--- src/rtl/sync_gen_param.sv ---
// sync_gen_param: parametrised video timing generator (visible-first layout).
// Produces h/v sync with selectable polarity, display enable, visible-aligned
// pixel coordinates, a prefetch window leading the display by PREFETCH clocks,
// and line/frame start strobes. All outputs are registered from the (cx,cy)
// held in the previous cycle.
// Optional macro SYNC_GEN_FRAME_CNT_EN adds a 16-bit frame_count output.
module sync_gen_param #(
  parameter int H_ACTIVE = 1280,
  parameter int H_FP     = 48,
  parameter int H_SYNC   = 112,
  parameter int H_BP     = 248,
  parameter int V_ACTIVE = 1024,
  parameter int V_FP     = 1,
  parameter int V_SYNC   = 3,
  parameter int V_BP     = 38,
  parameter int H_POL    = 1,
  parameter int V_POL    = 1,
  parameter int PREFETCH = 0,
  parameter int CW       = 11
) (
  input  logic          clk,
  input  logic          rst,
  output logic          vga_h_sync,
  output logic          vga_v_sync,
  output logic          inDisplayArea,
  output logic [CW-1:0] counterX,
  output logic [CW-1:0] counterY,
  output logic          inPrefetchArea,
  output logic [CW-1:0] prefetchCounterX,
  output logic [CW-1:0] prefetchCounterY,
  output logic          line_start,
  output logic          frame_start
`ifdef SYNC_GEN_FRAME_CNT_EN
  ,
  output logic [15:0]   frame_count
`endif
);

  localparam int H_TOTAL = H_ACTIVE + H_FP + H_SYNC + H_BP;
  localparam int V_TOTAL = V_ACTIVE + V_FP + V_SYNC + V_BP;
  localparam int CW1     = CW + 1;

  localparam logic [CW-1:0] HMAX = CW'(H_TOTAL - 1);
  localparam logic [CW-1:0] VMAX = CW'(V_TOTAL - 1);
  localparam logic [CW-1:0] HACT = CW'(H_ACTIVE);
  localparam logic [CW-1:0] VACT = CW'(V_ACTIVE);
  localparam logic [CW-1:0] HSS  = CW'(H_ACTIVE + H_FP);
  localparam logic [CW-1:0] HSE  = CW'(H_ACTIVE + H_FP + H_SYNC);
  localparam logic [CW-1:0] VSS  = CW'(V_ACTIVE + V_FP);
  localparam logic [CW-1:0] VSE  = CW'(V_ACTIVE + V_FP + V_SYNC);

  localparam logic [CW:0] PRE  = CW1'(PREFETCH);
  localparam logic [CW:0] HTOT = CW1'(H_TOTAL);

  localparam logic HON = (H_POL != 0);
  localparam logic VON = (V_POL != 0);

  logic [CW-1:0] cx;
  logic [CW-1:0] cy;
  logic [CW:0]   pxSum;
  logic          pxWrap;
  logic [CW-1:0] pxNext;
  logic [CW-1:0] pyNext;
  logic [CW-1:0] cyInc;

  // Raster position counters: cx wraps per line, cy advances on cx wrap.
  always_ff @(posedge clk) begin
    if (rst) begin
      cx <= '0;
      cy <= '0;
    end else if (cx == HMAX) begin
      cx <= '0;
      cy <= cyInc;
    end else begin
      cx <= cx + 1'b1;
    end
  end

  // Prefetch coordinate: cx+PREFETCH at CW+1 bits, carrying into the next line
  // (and next frame) when it runs past the end of the current line.
  always_comb begin
    cyInc  = (cy == VMAX) ? '0 : cy + 1'b1;
    pxSum  = {1'b0, cx} + PRE;
    pxWrap = (pxSum >= HTOT);
    pxNext = pxWrap ? CW'(pxSum - HTOT) : pxSum[CW-1:0];
    pyNext = pxWrap ? cyInc : cy;
  end

  // Registered outputs decoded from the current (cx,cy).
  always_ff @(posedge clk) begin
    if (rst) begin
      vga_h_sync       <= ~HON;
      vga_v_sync       <= ~VON;
      inDisplayArea    <= 1'b0;
      counterX         <= '0;
      counterY         <= '0;
      inPrefetchArea   <= 1'b0;
      prefetchCounterX <= '0;
      prefetchCounterY <= '0;
      line_start       <= 1'b0;
      frame_start      <= 1'b0;
    end else begin
      vga_h_sync       <= (cx >= HSS && cx < HSE) ? HON : ~HON;
      vga_v_sync       <= (cy >= VSS && cy < VSE) ? VON : ~VON;
      inDisplayArea    <= (cx < HACT) && (cy < VACT);
      counterX         <= cx;
      counterY         <= cy;
      inPrefetchArea   <= (pxNext < HACT) && (pyNext < VACT);
      prefetchCounterX <= pxNext;
      prefetchCounterY <= pyNext;
      line_start       <= (cx == '0);
      frame_start      <= (cx == '0) && (cy == '0);
    end
  end

`ifdef SYNC_GEN_FRAME_CNT_EN
  // Frame counter steps on the same edge that raises frame_start, so it
  // already reads 1 while the first frame after reset is displayed.
  always_ff @(posedge clk) begin
    if (rst) begin
      frame_count <= '0;
    end else if (cx == '0 && cy == '0) begin
      frame_count <= frame_count + 1'b1;
    end
  end
`endif

endmodule

--- config.mk ---
export PLATFORM = sky130hd
export DESIGN_NAME = sync_gen_param
export DESIGN_NICKNAME = d
export VERILOG_FILES = /design/src/rtl/sync_gen_param.sv
export SDC_FILE = /design/constraint.sdc
export NUM_CORES = 1
export LEC_CHECK = 0
export ABC_AREA = 0
export CAP_MARGIN = 20
export CORE_MARGIN = 3
export CORE_UTILIZATION = 40
export CTS_BUF_LIST = sky130_fd_sc_hd__clkbuf_4 sky130_fd_sc_hd__clkbuf_8 sky130_fd_sc_hd__clkbuf_16
export CTS_CLUSTER_DIAMETER = 150
export DETAILED_ROUTE_END_ITERATION = 16
export PLACE_DENSITY = 0.66
export SLEW_MARGIN = 40
export SYNTH_ARGS = -nofsm -noshare
export SYNTH_HDL_FRONTEND = slang
export SYNTH_SLANG_ARGS = --single-unit
--- constraint.sdc ---
create_clock -name clk -period 3.5 [get_ports clk]
set_input_delay 0.7 -clock clk [delete_from_list [all_inputs] [get_ports clk]]
set_output_delay 0.7 -clock clk [all_outputs]
set_load 0.01 [all_outputs]
==> results.md <==
* Run status: finished, final reports clean
* First-pass GRT wire length at 9890 um
* Fmax achieved at 0.423 GHz
* Overflow after GRT at 0
* Area contributors post-synth: dfxtp_1 (51%), nor2_1 (4.7%), a21oi_1 (3.5%)
* Cts repair resizes at 0
* P per Cell Area at around 420 nW/um^2
* Clk sinks at 69
* Placer congestion estimate at between 0.8 and 0.9
* Power, Total at 1.44 mW
* Final setup violation count at 0
* Final antenna-violating net count at 0
* Chip height at 88.7 um
* CTS tree: yes
* Final min period at 2.36 ns
* Distinct cells, synth at 47
* WP data arrival at 2.59 ns
* Hold-fix buffers, CTS at 0
* Initial Util at a little over two fifths
* IO buf count at 51
* Synth Instances at 304
* DRC at 0
* Tot GR Track Use at 16.4%
* Final WL at 5870 um
* Standard-cell rows at 29
* TritonCTS Buffers at 9
* Post-synthesis sequential area ratio at 50.5%
* Setup TNS at 0 ns
* CTS clk-pin slew, worst paths at 0.06 ns
* Fin Clk Skew at roughly 0.0057 ns
* Layout Cells excl Fill at ~430
* Maximum root-to-sink buffer count at 2
* Max_cap viols at 0
* ANT cells at 0
* Post-Place Cells at 410
* Filler cell count in the final layout at 600
* H-tree Lvls at 3
* Post-synth EDFFs at 0
* RSZ-0062 raised after global routing: false
* Post-layout nets at 352
* Worst skew pair latency at 0.34 ns
* Total Die Area at 7870 sq um
* Share of the synthesized area in the top cell type at 50.5%
* HPWL after detailed placement at 3970 um
* Slew @ Worst Pin at between 0.8 and 0.9 ns
* Core area at about 6500 sq um
* FF+latch count, synth at about 70
* Tcrit/Tclk final at 67.5%
* Via density at 5.21
* Max-slew violations at 0
* Post-synthesis async set-or-reset flop share at 0%
* Ys Warns at 0
* Vias post-DR at between 2000 and 2500
* Synth Net Count at 312
* Area Overhead vs Synth at 26.0%
* Postcts setup bufs at 0
* Hold Path Class: flop to flop
* Leakage at 1.22 nW
* CP Launch Type: flop
* WL/cell at 13.8 um
* Mapped cell area at 2740 sq um
* Worst reg-to-reg setup slack at 1.14 ns
* Final Hold Viols at 0
* Slew headroom at 45.9%
* Crit Path Max Fanout at 15
* Root Driver: clkbuf_8
* Layout cells sized above 1 at 7.47%
* Syn Area/Cell at 9.00 sq um
* Post-synth top area cell: dfxtp_1
* Vias in the first global route at slightly above 2000
* Top FF cell, synth: dfxtp_1
* Worst vdd ir at 0.253 mV
* DR pass1 iterations at 4
* Required time worst endpoint at between 3 and 4 ns
* Critical setup path kind: flop to flop
* Num ports at 52
* Chip width at 88.7 um
* Largest net degree at the start of global routing at 55
* Crit end category: flop
* Drt initial violations at about 140
* Initial antenna violation count at 0
[worst paths after layout]
path	endpoint	startpoint	depth (start not counted)
worst max-delay path	cy[2]	cx[5]	4
worst min-delay path	cx[0]	cx[0]	1
worst max register to register	cy[2]	cx[5]	4
worst min register to register	cx[0]	cx[0]	1
[power breakdown]
part / internal [mW] / total (mW) / switching [mW]
clock network: 0.326 / 0.593 / 0.267
registers: 0.794 / 0.801 / 0.00664
logic: 0.0219 / 0.0467 / 0.0248
[cell families after synthesis]
family / count (synthesis) / share of synthesized area [%]
fa+ha+maj: 6 / 2.74
compound gates: 56 / 13.0
xor+xnor: 14 / 4.48
flops: 69 / 50.5
buf+inv: 37 / 5.63
mux: 3 / 1.19
simple gates: 119 / 22.5
[final cells by class]
cell class	instances	area (sq um)	area share (%)
Sequential cell	69	1380	40.1
Multi-Input combinational cell	198	1210	35.0
Timing Repair Buffer	54	533	15.5
Clock buffer	14	180	5.23
Tap cell	77	96.3	2.79
Inverter	12	45.0	1.31
Clock inverter	1	5.00	0.145
[layer usage]
metal  vias to the layer above  part of all wire, %  track usage [%]
li1                       1125                    -                -
met1                      1022                   42             20.3
met2                        62                   51             26.4
met3                         4                  6.5             6.05
met4                         0                 0.65             5.49
met5                         -                    0                0
[through the flow]
stage               hold WS [ns]  instance area [sq um]  worst slack, ns  util [%]
floorplan                  0.442                   2740             1.45         -
global placement           0.455                   3260             1.23      50.1
detailed placement         0.463                   3260             1.17      50.1
CTS                        0.483                   3440             1.15      53.0
global route               0.496                   3450            0.972      53.1
finish                     0.480                   3450             1.14      53.1
[layout by cell type, fill, tap and decap left out, drive strengths merged, types with 3 or more instances in the layout]
master and instances:
or3 7, buf 3, xor2 5, nand2 19, nor3 8, a311oi 5
ha 6, nor2b 12, and2 3, nor2 34, a31oi 4, inv 11
nand4 3, and4 3, a211oi 6, or4 3, clkbuf 14, o21ai 10
dfxtp 69, clkdlybuf4s50 51, nor4 4, nand3 12, xnor2 9, a21oi 19
[Yosys cell counts, types with 4 or more instances]
cell / number
nand2_1: 19
a21oi_1: 19
ha_1: 6
a311oi_1: 5
dfxtp_1: 69
a31oi_1: 4
inv_1: 11
a211oi_1: 6
clkbuf_1: 15
xor2_1: 5
nor2_1: 34
nor4_1: 4
o21ai_0: 10
nor2b_1: 12
buf_1: 4
xnor2_1: 9
nand3_1: 12
or3_1: 7
nor3_1: 8
[worst max-delay path: stages, from the launching register on]
cell and delay, ns:
dfxtp_1 0.46, or4_4 0.62, nor4_1 0.69, nand2_1 0.17
o41ai_1 0.31
[state kept, by name, summed over array words and instances, names as in the netlist]
register and cells:
cx 11, prefetchCounterY 11, vga_v_sync 1, counterX 11, frame_start 1, line_start 1
counterY 11, vga_h_sync 1, prefetchCounterX 8, inPrefetchArea 1, inDisplayArea 1, cy 11
Note: power is estimated with default switching activity, not from simulation.
